## config.mk

```make
export PLATFORM = sky130hd
export DESIGN_NAME = rr_mux_arbiter
export DESIGN_NICKNAME = d
export VERILOG_FILES = /design/src/rtl/rr_mux_arbiter_pkg.sv /design/src/rtl/rr_pick.sv /design/src/rtl/rr_mux_arbiter.sv
export SDC_FILE = /design/constraint.sdc
export NUM_CORES = 1
export LEC_CHECK = 0
export CAP_MARGIN = 20
export CORE_ASPECT_RATIO = 0.8
export CORE_MARGIN = 8
export CORE_UTILIZATION = 40
export CTS_BUF_LIST = sky130_fd_sc_hd__clkbuf_16
export CTS_CLUSTER_SIZE = 25
export DETAILED_ROUTE_END_ITERATION = 7
export DONT_BUFFER_PORTS = 1
export GPL_TIMING_DRIVEN = 0
export PLACE_DENSITY = 0.57
export SETUP_SLACK_MARGIN = 0.15
export SYNTH_ARGS = -nofsm -noshare
export SYNTH_HDL_FRONTEND = slang
export SYNTH_SLANG_ARGS = --single-unit
```

## constraint.sdc

```tcl
create_clock -name clk_i -period 1.8 [get_ports clk_i]
set_input_delay 0.18 -clock clk_i [delete_from_list [all_inputs] [get_ports clk_i]]
set_output_delay 0.18 -clock clk_i [all_outputs]
set_load 0.1 [all_outputs]
```

## src/rtl/rr_mux_arbiter_pkg.sv

```systemverilog
// Shared types for the round-robin mux arbiter.
// Holds the FSM state encoding and requester-count helper.
package rr_mux_arbiter_pkg;

  typedef enum logic {
    ARB_IDLE = 1'b0,
    ARB_BUSY = 1'b1
  } arb_state_t;

  function automatic int req_count(input int sel_width);
    return 1 << sel_width;
  endfunction

endpackage

```

## src/rtl/rr_pick.sv

```systemverilog
// Combinational round-robin picker: first set bit
// of req searching ptr+1, ptr+2, ... with wrap.
module rr_pick
  import rr_mux_arbiter_pkg::*;
#(
  parameter  int SEL_WIDTH = 2,
  localparam int N = req_count(SEL_WIDTH)
) (
  input  logic [N-1:0]         req,
  input  logic [SEL_WIDTH-1:0] ptr,
  output logic [SEL_WIDTH-1:0] idx,
  output logic                 any
);

  logic [SEL_WIDTH-1:0] cand;

  // Scan from farthest to nearest so the nearest hit wins.
  always_comb begin
    idx  = '0;
    any  = 1'b0;
    cand = '0;
    for (int i = N; i >= 1; i--) begin
      cand = ptr + SEL_WIDTH'(i);
      if (req[cand]) begin
        idx = cand;
        any = 1'b1;
      end
    end
  end

endmodule

```

## src/rtl/rr_mux_arbiter.sv

```systemverilog
// Packet-granular round-robin arbiter and bus mux.
// RR_MUX_ARBITER_OUT_REG_EN adds a 2-entry output skid buffer.
module rr_mux_arbiter
  import rr_mux_arbiter_pkg::*;
#(
  parameter  int SEL_WIDTH = 2,
  parameter  int DAT_WIDTH = 8,
  localparam int N = req_count(SEL_WIDTH)
) (
  input  logic                          clk_i,
  input  logic                          rst_i,
  input  logic [N-1:0]                  req_vld_i,
  input  logic [N-1:0]                  req_last_i,
  input  logic [N-1:0][DAT_WIDTH-1:0]   req_dat_i,
  output logic [N-1:0]                  req_rdy_o,
  output logic [DAT_WIDTH-1:0]          dat_o,
  output logic                          vld_o,
  output logic                          last_o,
  input  logic                          rdy_i,
  output logic [SEL_WIDTH-1:0]          sel_o,
  output logic                          busy_o
);

  arb_state_t state_q, state_d;
  logic [SEL_WIDTH-1:0] sel_q, sel_d;
  logic [SEL_WIDTH-1:0] ptr_q, ptr_d;
  logic [SEL_WIDTH-1:0] pick_ptr, win;
  logic any_vld, busy;
  logic beat_vld, beat_last;
  logic [DAT_WIDTH-1:0] beat_dat;
  logic take, done, rdy_gate;

  assign busy      = state_q == ARB_BUSY;
  assign beat_vld  = busy & req_vld_i[sel_q];
  assign beat_last = beat_vld & req_last_i[sel_q];
  assign beat_dat  = req_dat_i[sel_q];
  // Regrant searches from the requester just served.
  assign pick_ptr  = busy ? sel_q : ptr_q;

  rr_pick #(
    .SEL_WIDTH(SEL_WIDTH)
  ) u_pick (
    .req(req_vld_i),
    .ptr(pick_ptr),
    .idx(win),
    .any(any_vld)
  );

`ifdef RR_MUX_ARBITER_OUT_REG_EN
  logic [1:0]         cnt_q;
  logic [DAT_WIDTH:0] ent0_q, ent1_q;
  logic [DAT_WIDTH:0] beat_ent;
  logic               in_rdy, pop;

  // Ready depends only on occupancy, never on rdy_i.
  assign in_rdy   = busy & (cnt_q != 2'd2);
  assign take     = beat_vld & in_rdy;
  assign pop      = (cnt_q != 2'd0) & rdy_i;
  assign beat_ent = {beat_last, beat_dat};
  assign rdy_gate = in_rdy;

  always_ff @(posedge clk_i or posedge rst_i) begin
    if (rst_i) begin
      cnt_q  <= 2'd0;
      ent0_q <= '0;
      ent1_q <= '0;
    end else begin
      unique case (cnt_q)
        2'd0: begin
          if (take) begin
            ent0_q <= beat_ent;
            cnt_q  <= 2'd1;
          end
        end
        2'd1: begin
          if (take && pop) begin
            ent0_q <= beat_ent;
          end else if (take) begin
            ent1_q <= beat_ent;
            cnt_q  <= 2'd2;
          end else if (pop) begin
            cnt_q  <= 2'd0;
          end
        end
        default: begin
          if (pop) begin
            ent0_q <= ent1_q;
            cnt_q  <= 2'd1;
          end
        end
      endcase
    end
  end

  assign vld_o           = cnt_q != 2'd0;
  assign {last_o, dat_o} = vld_o ? ent0_q : '0;
`else
  assign take     = beat_vld & rdy_i;
  assign rdy_gate = busy & rdy_i;
  assign vld_o    = beat_vld;
  assign last_o   = beat_last;
  assign dat_o    = busy ? beat_dat : '0;
`endif

  assign done = take & req_last_i[sel_q];

  always_ff @(posedge clk_i or posedge rst_i) begin
    if (rst_i) begin
      state_q <= ARB_IDLE;
      sel_q   <= '0;
      ptr_q   <= SEL_WIDTH'(N - 1);
    end else begin
      state_q <= state_d;
      sel_q   <= sel_d;
      ptr_q   <= ptr_d;
    end
  end

  always_comb begin
    state_d = state_q;
    sel_d   = sel_q;
    ptr_d   = ptr_q;
    unique case (state_q)
      ARB_IDLE: begin
        if (any_vld) begin
          state_d = ARB_BUSY;
          sel_d   = win;
        end
      end
      ARB_BUSY: begin
        if (done) begin
          ptr_d = sel_q;
          if (any_vld) begin
            sel_d = win;
          end else begin
            state_d = ARB_IDLE;
          end
        end
      end
    endcase
  end

  always_comb begin
    req_rdy_o = '0;
    sel_o     = '0;
    busy_o    = 1'b0;
    unique case (state_q)
      ARB_BUSY: begin
        req_rdy_o[sel_q] = rdy_gate;
        sel_o            = sel_q;
        busy_o           = 1'b1;
      end
      ARB_IDLE: begin
        busy_o = 1'b0;
      end
    endcase
  end

endmodule
```

Word level (Yosys, flattened, before mapping)
Cells that the tools add are included.
- bits in registers: 5
- input port bits: 43
- output and inout port bits: 17
- word-level logic and storage cells: 57
- add/sub/neg operators: 3
- $lt $le $gt $ge: 6
- equality and inequality tests: 1
- multiplexer cells: 35
- bitwise gates (word level): 7
- reduce and logical (&&, ||, !) cells: 2
- operators by type and width (kind ; count):
    $bmux 8 s2 ; 1
    $mux 2 ; 8
    $mux 8 ; 2
    $lt 2x3->1 const B ; 5
    $mux 1 ; 13
    $bmux 1 s2 ; 6
    $and 1x1->1 ; 5
    $add 2x2->2 const B ; 2
    $and 4x4->4 ; 1
    $mux 4 ; 1
    $pmux 1 s2 ; 2
    $pmux 2 s2 ; 1
    $add 2x1->2 const B ; 1
    $demux 1 s2 ; 1
    $ge 2x1->1 const B ; 1
    $ne 2x1->1 const B ; 1
    $reduce_and 2->1 ; 1
    $logic_and 1x1->1 ; 1
    $not 1->1 ; 1

Depth between registers and ports, before layout
Gate-level depths: netlist of the first run.
- depth in word-level cells: 10
- gate-level depth with buffers: 6
- mapped depth without buffers: 4

Hierarchy
A second synthesis of the first run with hierarchy kept.
- cells, all modules: 71
- area total of the unflattened synthesis: 745.7 um2
- by module, submodules not included (module ; times used ; cells each ; area each (um2) ; sequential area each (um2)):
    rr_mux_arbiter ; 1 ; 57 ; 654.4 ; 127.6
    rr_pick ; 1 ; 14 ; 91.3 ; 0.0

Least setup slack after synthesis of the first run
Ideal clock, no wire load.
- path type: reg-to-output
- start point: register state_q, in the netlist busy
- end point: output req_rdy_o[1]
- arrival time: 3617 ps
- required time: 1620 ps
- slack: -1997 ps
- cell stages (with the launch flop): 4
- buffers on the path: 1
- cells stage by stage: dfrtp_1 > clkbuf_1 > nand2_1 > nor3b_1
- cells in the longest elaborated chain, start to end: 3
- ends and longest elaborated chain (item ; RTL line ; RTL):
    from (decl) ; rr_mux_arbiter.sv:24 ; arb_state_t state_q, state_d;
    from (signal assigned) ; rr_mux_arbiter.sv:113 ; state_q <= state_d;
    $and 1x1->1 ; rr_mux_arbiter.sv:99 ; assign rdy_gate = busy & rdy_i;
    $and 4x4->4 (no line) ; -- ;
    $mux 4 (*) ; rr_mux_arbiter.sv:147 ; unique case (state_q)
    to (decl) ; rr_mux_arbiter.sv:15 ; output logic [N-1:0] req_rdy_o,
Every way passes the cells marked *; elsewhere a longest branch is shown, timed or not.

Worst setup path in the final report of the first run
- start point: register state_q, in the netlist busy
- end point: output req_rdy_o[2]
The elaborated chain is that of the path after synthesis.

==> impl_results.md, run 1 <==
* Total GRT Usage at 12.5%
* Unrepaired setup endpoints after global routing: yes
* H-tree Lvls at 1
* First-pass GRT wire length at 3.44 mm
* Number of library cell types mapped by synthesis at 29
* Tightest Hold Check Type: primary input to flip-flop
* Clk root buf: clkbuf_16
* R2R Path End: sel_q[1]
* Worst setup SP type: flip-flop
* Post-synth top area share at 21.4%
* Arrival time at the worst endpoint at a little under 2 ns
* Final #Nets at 127
* Worst path required time at about 1.6 ns
* Area Growth Syn to Fin at 50.4%
* Clock-pin slew on the worst setup and hold paths at 0.03 ns
* R2R depth at 9
* Max-slew violations at 0
* I/O Buffers at 0
* Dpl hpwl at roughly 1.6 mm
* Setup violators final at 21
* Synth Warn # at 0
* CP cell instances: clkbuf_16 -> nand2_8 -> nor3b_4
* Wirelength per Cell at approximately 20 um
* CP top delay family: simple AND/OR/NAND/NOR gates
* Non-filler instance count after layout at 107
* Overflow after GRT at 0
* Drt drc at 0
* Part of the cycle the worst path needs at 120%
* Via count at about 660
* Util after Layout at 61.4%
* Synthesized area at roughly 740 um2
* Ant diodes at 0
* Site Rows at 14
* Flop-to-flop setup slack at -0.25 ns
* CTS tree: yes
* 1st-iter DRT viols at 21
* Worst reg2reg path startpoint: busy
* Synth Net Count at about 110
* Clk buf depth at 2
* Largest cells by area after synthesis: mux4_1 21%, mux2i_1 12%, dfrtp_1 10%, and2_1 9.3%, dfstp_2 7.1%
* I/O pins at 60
* Worst Hold Endpoint: busy
* Core ar. at ~1800 um2
* Clock Skew at roughly 0.0028 ns
* Initial core utilization at 40.8%
* CTS Buf Count at 3
* Failing checks: negative setup slack
* Kind of critical path: flip-flop to output port
* Crit end category: output port
* Worst slew margin at 29.3%
* Final WL at approximately 2.2 mm
* Most numerous cell in the Yosys netlist: and2_1
* CP max stage cell: nor3b_4
* Fraction of layout cells with a size suffix above 1 at 59.0%
* Fin. Hold Viols at 0
* Die Area at 3480 um2
* Worst-path maximum fanout at 3
* Hold path start: req_vld_i[3]
* Seq cells post-synth at 5
* Max Fclk at around 0.46 GHz
* Vias in the first global route at 715
* Status: finished with violations
* CP bufs+invs at 1
* Avg Cell Area, Syn at between 10 and 15 um2
* Drt via density at 6.14
* Largest area contributor in the netlist: mux4_1
* Max stage delay on crit path at around 0.85 ns
* Mapped Cells at 70
* Clock Sink Count at 5
* Post-synth ARST share at between 90% and 100%
* Hold path cells at 2
* Die H at between 50 and 60 um
* Clk_lat worst skew at 0.22 ns
* Final setup margin at -0.364 ns
* Initial antenna violation count at 0
* Pin count of the biggest net entering global routing at 11
* Post-synth EDFFs at 0
* Iteration count of the initial detailed-routing pass at 4
* Fraction of the yosys area taken by sequential cells at 17.3%
* Worst slew pin tran at between 1 and 1.5 ns
* Die Wd at 64.0 um
* Max-Cap Viols at 0
* Post-synth top cells: 11 x and2_1, 9 x mux2i_1, 6 x mux4_1
* Fin crit period at 2.16 ns
* Antenna Nets Post-Route at 0
* Top FF cell, synth: dfrtp_1
* Placed cells at 94
* GP Congestion at 0.815
==> routing by layer <==
layer | part of all wire (%) | global-route usage [%] | wire, um | vias up
li1 | - | - | - | 301
met1 | 40 | 13.9 | 870 | 322
met2 | 49 | 21.6 | 1050 | 34
met3 | 11 | 6.95 | 231 | 0
met4 | 0 | 1.11 | 0 | 0
met5 | 0 | 0 | 0 | -
==> how the worst max path moves through the flow <==
stage                         from      endpoint  depth (start not counted)
after floorplan               busy  req_rdy_o[1]                          3
after CTS                     busy  req_rdy_o[2]                          3
after global placement    sel_q[1]  req_rdy_o[2]                          3
final                         busy  req_rdy_o[2]                          3
after global routing          busy  req_rdy_o[2]                          3
after detailed placement  sel_q[1]  req_rdy_o[2]                          3
==> area by class of cell <==
class                   count  area, um2
plain buffers               6       77.6
clock buffers               3       75.1
clock inverters             1       3.75
fillers                   150        696
inverters                   4       15.0
multi-input cells          55        679
flip-flops and latches      5        131
well taps                  24       30.0
repair buffers              9       96.3
==> per-stage QoR <==
stage          hold slack, ns  instance area (um2)  setup slack [ns]  TNS (ns)
2_1_floorplan         -0.0429                  837            -0.125    -0.283
3_3_place_gp          -0.0298                  867            -0.210    -0.595
6_report                0.134                 1110            -0.364     -5.25
3_5_place_dp          -0.0253                  867            -0.232    -0.878
5_1_grt                 0.122                 1110            -0.410     -6.11
4_1_cts                 0.123                 1080            -0.399     -4.08
==> placed cells by master, fill, tap and decap left out, types with 2 or more instances in the layout <==
cell type	synthesis	layout
nand2_1	4	2
dfrtp_1	3	2
inv_1	4	5
mux4_2	2	2
and2_4	0	11
dfstp_2	2	2
nor3b_4	0	2
mux2i_1	9	8
buf_6	1	7
clkbuf_16	0	4
mux4_1	6	6
buf_8	0	2
buf_4	0	3
o21a_1	2	2
mux2_4	0	2
==> cells by family (layout without fill, tap and decap cells) <==
family                 after synthesis  count (layout)  synth area share (%)
and+or+nand+nor                     26              26                  21.9
buffers and inverters               10              23                  6.45
DFF                                  5               5                  17.3
muxes                               19              19                  42.8
AOI/OAI and AO/OA                   10              10                  11.5
==> timing repair <==
item                       CTS  global route
gates cloned                 1             0
buffers inserted             6             1
gates resized for setup     17             9
setup endpoints to repair   17            21
hold endpoints to repair     5             0
pin swaps                    6             5
hold buffers                 1             0
==> flip-flops by register name (all words and copies together) (netlist names) <==
register  flops
sel_q         2
ptr_q         2
busy          1
Power of run 1 is not shown: default switching activity piles up to over one toggle a cycle in this logic, so the estimate is an artifact.
==> run 2: changes to the inputs <==
--- a/config.mk
+++ b/config.mk
@@ -5,16 +5,15 @@
 export SDC_FILE = /design/constraint.sdc
 export NUM_CORES = 1
 export LEC_CHECK = 0
+export BUFFER_PORTS_ARGS = -buffer_cell sky130_fd_sc_hd__buf_4
 export CAP_MARGIN = 20
 export CORE_ASPECT_RATIO = 0.8
-export CORE_MARGIN = 8
-export CORE_UTILIZATION = 40
+export CORE_UTILIZATION = 38
 export CTS_BUF_LIST = sky130_fd_sc_hd__clkbuf_16
 export CTS_CLUSTER_SIZE = 25
 export DETAILED_ROUTE_END_ITERATION = 7
-export DONT_BUFFER_PORTS = 1
 export GPL_TIMING_DRIVEN = 0
-export PLACE_DENSITY = 0.57
+export PLACE_DENSITY = 0.82
 export SETUP_SLACK_MARGIN = 0.15
 export SYNTH_ARGS = -nofsm -noshare
 export SYNTH_HDL_FRONTEND = slang
==> impl_results.md, run 2 (synthesized netlist as in run 1, its figures left out) <==
* Area Growth Syn to Fin at 127%
* Hold path start: req_vld_i[2]
* Final setup margin at -0.152 ns
* Fin Hold WS at 0.278 ns
* CP top delay family: multiplexers
* Worst slew pin tran at 0.844 ns
* Status: finished with violations
* Fraction of layout cells with a size suffix above 1 at 77.5%
* I/O pins at 60
* Most frequent cells in the layout: 50 x buf_4, 10 x and2_4, 9 x buf_6, 9 x buf_12, 6 x mux4_1
* Initial antenna violation count at 0
* Site Rows at 13
* Clk root buf: clkbuf_16
* Non-filler instance count after layout at 164
* Fin. Hold Viols at 0
* CP max stage cell: mux4_1
* Flop-to-flop setup slack at -0.12 ns
* Core ar. at between 1500 and 2000 um2
* Most common cell after layout, fill and taps aside: buf_4
* H-tree Lvls at 1
* Fin crit period at 1.95 ns
* Kind of critical path: flip-flop to output port
* Clk_lat worst skew at between 0.2 and 0.25 ns
* Vias in the first global route at 956
* Clock Skew at 0.000263 ns
* R2R Path End: ptr_q[1]
* Worst slew margin at 43.2%
* Failing checks: negative setup slack
* Arrival time at the worst endpoint at 1.77 ns
* Placed cells at 151
* Overflow after GRT at 0
* Dpl hpwl at 1.85 mm
* GP Congestion at 0.791
* CP cell instances: buf_4 -> mux4_1 -> and2_4 -> buf_6
* CP bufs+invs at 2
* Drt via density at 6.70
* Iteration count of the initial detailed-routing pass at 6
* Worst setup SP type: flip-flop
* Via count at around 1100
* Worst path required time at between 1.5 and 2 ns
* Drt drc at 0
* Placed cell areas at ~1300 um2
* Part of the cycle the worst path needs at 108%
* Die Wd at 51.2 um
* Post-layout instance area at about 1700 um2
* Max stage delay on crit path at about 0.59 ns
* I/O Buffers at 59
* Clock-pin slew on the worst setup and hold paths at 0.03 ns
* R2R depth at 8
* First-pass GRT wire length at 4.99 mm
* Initial core utilization at 42.7%
* LEAKAGE at 0.795 nW
* Total GRT Usage at 34.2%
* Clock Sink Count at 5
* Pwr dens at 2390 nW/um2
* Tightest Hold Check Type: primary input to flip-flop
* Max VDD drop at 2030 uV
* Ant diodes at 0
* Unrepaired setup endpoints after global routing: yes
* Hold path cells at 3
* CTS tree: yes
* Die Area at between 2000 and 2500 um2
* Antenna Nets Post-Route at 0
* Wirelength per Cell at about 27 um
* Clk buf depth at 2
* Die H at a little over 40 um
* Worst reg2reg path startpoint: sel_q[0]
* Crit end category: output port
* Max-Cap Viols at 0
* CTS Buf Count at 3
* 1st-iter DRT viols at 50
* Max Fclk at 0.512 GHz
* Worst Hold Endpoint: busy
* Final #Nets at 186
* Pin count of the biggest net entering global routing at 11
* Setup violators final at 14
* Worst-path maximum fanout at 5
* Final WL at 4.49 mm
* Max-slew violations at 0
-- run 2: worst max path at each step --
stage / to / startpoint / cells past startpoint / slack (ns)
global placement: dat_o[0] / sel_q[0] / 5 / -0.03
CTS: dat_o[0] / sel_q[0] / 5 / -0.08
finish: dat_o[3] / sel_q[0] / 4 / -0.15
global route: dat_o[3] / sel_q[0] / 4 / -0.19
floorplan: req_rdy_o[1] / busy / 3 / -0.12
detailed placement: dat_o[0] / sel_q[0] / 5 / -0.04
-- run 2: what timing repair did --
action                                 CTS  global route
endpoints found under the hold margin    3             0
gates cloned                             1             0
resized for setup                       44            14
setup endpoints to repair               17            21
setup buffers                            6             1
hold buffers                             1             0
pin swaps                                7             8
-- run 2: per-stage QoR --
step	TNS (ns)	utilization, %	setup slack [ns]	total power [mW]
floorplan	-0.283	-	-0.125	2.38
global placement	-0.0349	75.8	-0.0349	2.80
CTS	-0.709	93.9	-0.0816	3.72
detailed placement	-0.0898	75.8	-0.0433	2.83
global route	-1.80	96.9	-0.192	4.07
finish	-1.50	96.9	-0.152	3.99
-- run 2: layout make-up --
class                           count  area, um2
Clock buffer                        3       75.1
Tap cell                           22       27.5
Clock inverter                      1       3.75
Sequential cell                     5        131
Buffer                              6       72.6
Timing Repair Buffer               68        667
Inverter                            4       15.0
Multi-Input combinational cell     55        678
Fill cell                          26       53.8
-- run 2: worst min-delay path, delay by kind of cell --
| family | cells | cell delay (ns) |
|---|---|---|
| buffers and inverters | 1 | 0.11 |
| AND/OR/NAND/NOR | 2 | 0.19 |
-- run 2: power by group --
group          switching (mW)  leakage, nW  internal, mW
Clock                  0.0766       0.0423         0.288
Combinational            2.04        0.700          1.35
Sequential             0.0603       0.0528         0.178
Total                    2.17        0.795          1.81
-- run 2: routing by layer --
metal	wire length, um	vias to the layer above	part of all wire [%]	global-route usage (%)
met2	2110	135	47	71.4
met4	365	0	8.1	12.8
met5	0	-	0	0
met3	613	46	14	6.88
li1	-	418	-	-
met1	1400	500	31	35.7
(Power assumes the default switching activity.)
==> run 3: changes to the inputs <==
--- a/config.mk
+++ b/config.mk
@@ -13,7 +13,7 @@
 export CTS_CLUSTER_SIZE = 25
 export DETAILED_ROUTE_END_ITERATION = 7
 export GPL_TIMING_DRIVEN = 0
-export PLACE_DENSITY = 0.82
+export PLACE_DENSITY_LB_ADDON = 0.15
 export SETUP_SLACK_MARGIN = 0.15
 export SYNTH_ARGS = -nofsm -noshare
 export SYNTH_HDL_FRONTEND = slang
==> impl_results.md, run 3 <==
* Stopped at: 5_1_grt
* Mapped Cells at 70
* Die Wd at approximately 50 um
* Post-synth top area share at 21.4%
* Dpl hpwl at 1.89 mm
* Clk root buf: clkbuf_16
* Die H at 41.4 um
* Placed cells at between 150 and 200
* Largest area contributor in the netlist: mux4_1
* Number of library cell types mapped by synthesis at 29
* Avg Cell Area, Syn at between 10 and 15 um2
* Initial core utilization at between 40% and 50%
* I/O Buffers at 59
* Post-synth EDFFs at 0
* Synthesized area at approximately 740 um2
* Pin count of the biggest net entering global routing at 11
* Post-synth ARST share at 100%
* Top FF cell, synth: dfrtp_1
* Synth Net Count at 113
* Post-synth top cells: 11 x and2_1, 9 x mux2i_1, 6 x mux4_1
* Synth Warn # at 0
* Seq cells post-synth at 5
* Site Rows at 13
* H-tree Lvls at 1
* CTS Buf Count at 3
* Fraction of the yosys area taken by sequential cells at 17.3%
* Clock Sink Count at 5
* Clk buf depth at 2
* GP Congestion at 0.738
* Worst EP post-GRT repair: dat_o[0]
* Status: aborted with a tool error
* Halt Reason: [ERROR DPL-0038] Utilization greater than 100%, impossible to legalize
* Largest cells by area after synthesis: mux4_1 21%, mux2i_1 12%, dfrtp_1 10%, and2_1 9.3%, dfstp_2 7.1%
* Most numerous cell in the Yosys netlist: and2_1
* Place WS at -0.0889 ns
* I/O pins at 60
* Category of the worst endpoint: primary output
==> run 3: cell counts after synthesis <==
No cell type changed its count.
==> run 3: kinds of logic after synthesis <==
| family | count (synthesis) | share of synthesized area (%) |
|---|---|---|
| and+or+nand+nor | 26 | 21.9 |
| buffers and inverters | 10 | 6.45 |
| DFF | 5 | 17.3 |
| AOI/OAI and AO/OA | 10 | 11.5 |
| muxes | 19 | 42.8 |
==> run 3: per-stage QoR <==
stage / instance area (um2) / hold WS (ns) / util [%] / setup TNS [ns]
floorplan: 837 / -0.0429 / - / -0.283
CTS: 1640 / 0.233 / 95.1 / -0.536
detailed placement: 1310 / 0.0992 / 75.8 / -0.139
global placement: 1310 / 0.0817 / 75.8 / -0.0764
==> run 3: repair_timing <==
| action | 4_1_cts |
|---|---|
| endpoints found under the hold margin | 3 |
| resized for setup | 58 |
| buffers inserted | 6 |
| pin swaps | 3 |
| setup endpoints to repair | 18 |
| hold buffers | 1 |
==> run 4: changes to the inputs <==
--- a/config.mk
+++ b/config.mk
@@ -7,14 +7,11 @@
 export LEC_CHECK = 0
 export BUFFER_PORTS_ARGS = -buffer_cell sky130_fd_sc_hd__buf_4
 export CAP_MARGIN = 20
-export CORE_ASPECT_RATIO = 0.8
-export CORE_UTILIZATION = 38
-export CTS_BUF_LIST = sky130_fd_sc_hd__clkbuf_16
-export CTS_CLUSTER_SIZE = 25
+export CORE_AREA = 2 2 63 65
 export DETAILED_ROUTE_END_ITERATION = 7
+export DIE_AREA = 0 0 65 67
 export GPL_TIMING_DRIVEN = 0
 export PLACE_DENSITY_LB_ADDON = 0.15
-export SETUP_SLACK_MARGIN = 0.15
 export SYNTH_ARGS = -nofsm -noshare
 export SYNTH_HDL_FRONTEND = slang
 export SYNTH_SLANG_ARGS = --single-unit
==> impl_results.md, run 4 (synthesized netlist as in run 1, its figures left out) <==
* Status: finished with violations
* Failing checks: negative setup slack
* First-pass GRT wire length at 4.02 mm
* Setup violators final at 8
* Clk buf depth at 2
* Worst path required time at around 1.6 ns
* Placed cells at 177
* Site Rows at 22
* H-tree Lvls at 1
* Max-slew violations at 0
* Initial core utilization at 20.4%
* CP cell instances: buf_6 -> mux4_1 -> and2_2 -> buf_12
* Worst slew pin tran at 0.613 ns
* I/O pins at 60
* Crit end category: output port
* Iteration count of the initial detailed-routing pass at 4
* Wirelength per Cell at around 13 um
* Max stage delay on crit path at 0.55 ns
* Max-Cap Viols at 0
* Clk_lat worst skew at 0.22 ns
* CTS Buf Count at 3
* Die Wd at 65 um
* Fin crit period at ~1.9 ns
* Fin. Hold Viols at 0
* Non-filler instance count after layout at 188
* Fraction of layout cells with a size suffix above 1 at 75.0%
* Core ar. at 3610 um2
* Die Area at 4360 um2
* Clock-pin slew on the worst setup and hold paths at 0.04 ns
* Arrival time at the worst endpoint at between 1.5 and 2 ns
* Area Growth Syn to Fin at 117%
* Final setup margin at -0.0536 ns
* CP max stage cell: mux4_1
* Kind of critical path: flip-flop to output port
* Initial antenna violation count at 0
* Overflow after GRT at 0
* Drt via density at between 4 and 5
* Post-layout instance area at 1600 um2
* GP Congestion at 0.731
* Part of the cycle the worst path needs at 103%
* Dpl hpwl at 2.02 mm
* Drt drc at 0
* Max Fclk at 0.539 GHz
* Unrepaired setup endpoints after global routing: yes
* Antenna Nets Post-Route at 0
* Worst slew margin at about three fifths
* Vias in the first global route at 882
* Tightest Hold Check Type: primary input to flip-flop
* Via count at 853
* Most common cell after layout, fill and taps aside: buf_4
* Worst setup SP type: flip-flop
* Clock Skew at 0.00267 ns
* Most frequent cells in the layout: 55 x buf_4, 11 x buf_12, 8 x and2_4
* Ant diodes at 0
* Final #Nets at between 150 and 200
* Die H at 67 um
* 1st-iter DRT viols at 14
* Worst-path maximum fanout at 7
* Total GRT Usage at a little under an eighth
* Fin Hold WS at 0.248 ns
* Clk root buf: clkbuf_8
* Number of fill cells at 341
* Pin count of the biggest net entering global routing at 11
* Placed cell areas at 1310 um2
* Final WL at 2.52 mm
* I/O Buffers at 59
* CTS tree: yes
* Clock Sink Count at 5
run 4: worst paths after layout:
path                         startpoint        to  slack, ns  depth (start not counted)
max in group asynchronous         rst_i  ptr_q[1]       1.15                          3
max reg2reg                    sel_q[0]  ptr_q[0]          0                          8
min in group asynchronous         rst_i      busy       0.41                          3
min reg2reg                    ptr_q[1]  ptr_q[1]       0.63                          1
max                            sel_q[0]  dat_o[3]      -0.05                          4
min                        req_vld_i[0]      busy       0.25                          3
run 4: metal layers:
metal	share of wire [%]	up-vias	GRT usage [%]
met4	1.1	0	3.19
met3	11	3	3.38
met2	53	43	23.3
met1	35	397	12.1
met5	0	-	0
li1	-	410	-
run 4: layout make-up:
type / count / area, um2 / area share [%]
clock buffer: 4 / 45.0 / 2.82
sequential: 5 / 131 / 8.22
timing repair buffer: 66 / 636 / 39.8
buffer: 6 / 66.3 / 4.15
multi-input combinational: 55 / 644 / 40.3
inverter: 4 / 15.0 / 0.940
tap: 48 / 60.1 / 3.76
run 4: critical path: cells and delay by family, from the launching register on:
kind | cells | cell delay [ns]
buffers and inverters | 2 | 0.32
muxes | 1 | 0.55
DFF | 1 | 0.35
and+or+nand+nor | 1 | 0.23
run 4: what timing repair did:
action,in CTS,in global routing
setup endpoints to repair,14,12
buffers inserted,6,0
hold buffers,1,0
hold endpoints to repair,3,0
resized for setup,49,3
pin swaps,1,1
run 4: stage by stage:
stage / util, % / setup TNS, ns / worst slack (ns)
after floorplan: - / -0.454 / -0.163
after CTS: 43.8 / -0.488 / -0.0712
final: 44.3 / -0.264 / -0.0536
after global routing: 44.3 / -1.21 / -0.123
after global placement: 36.2 / -0.404 / -0.222
after detailed placement: 36.2 / -0.383 / -0.220
Power of run 4 is left out for the same reason.
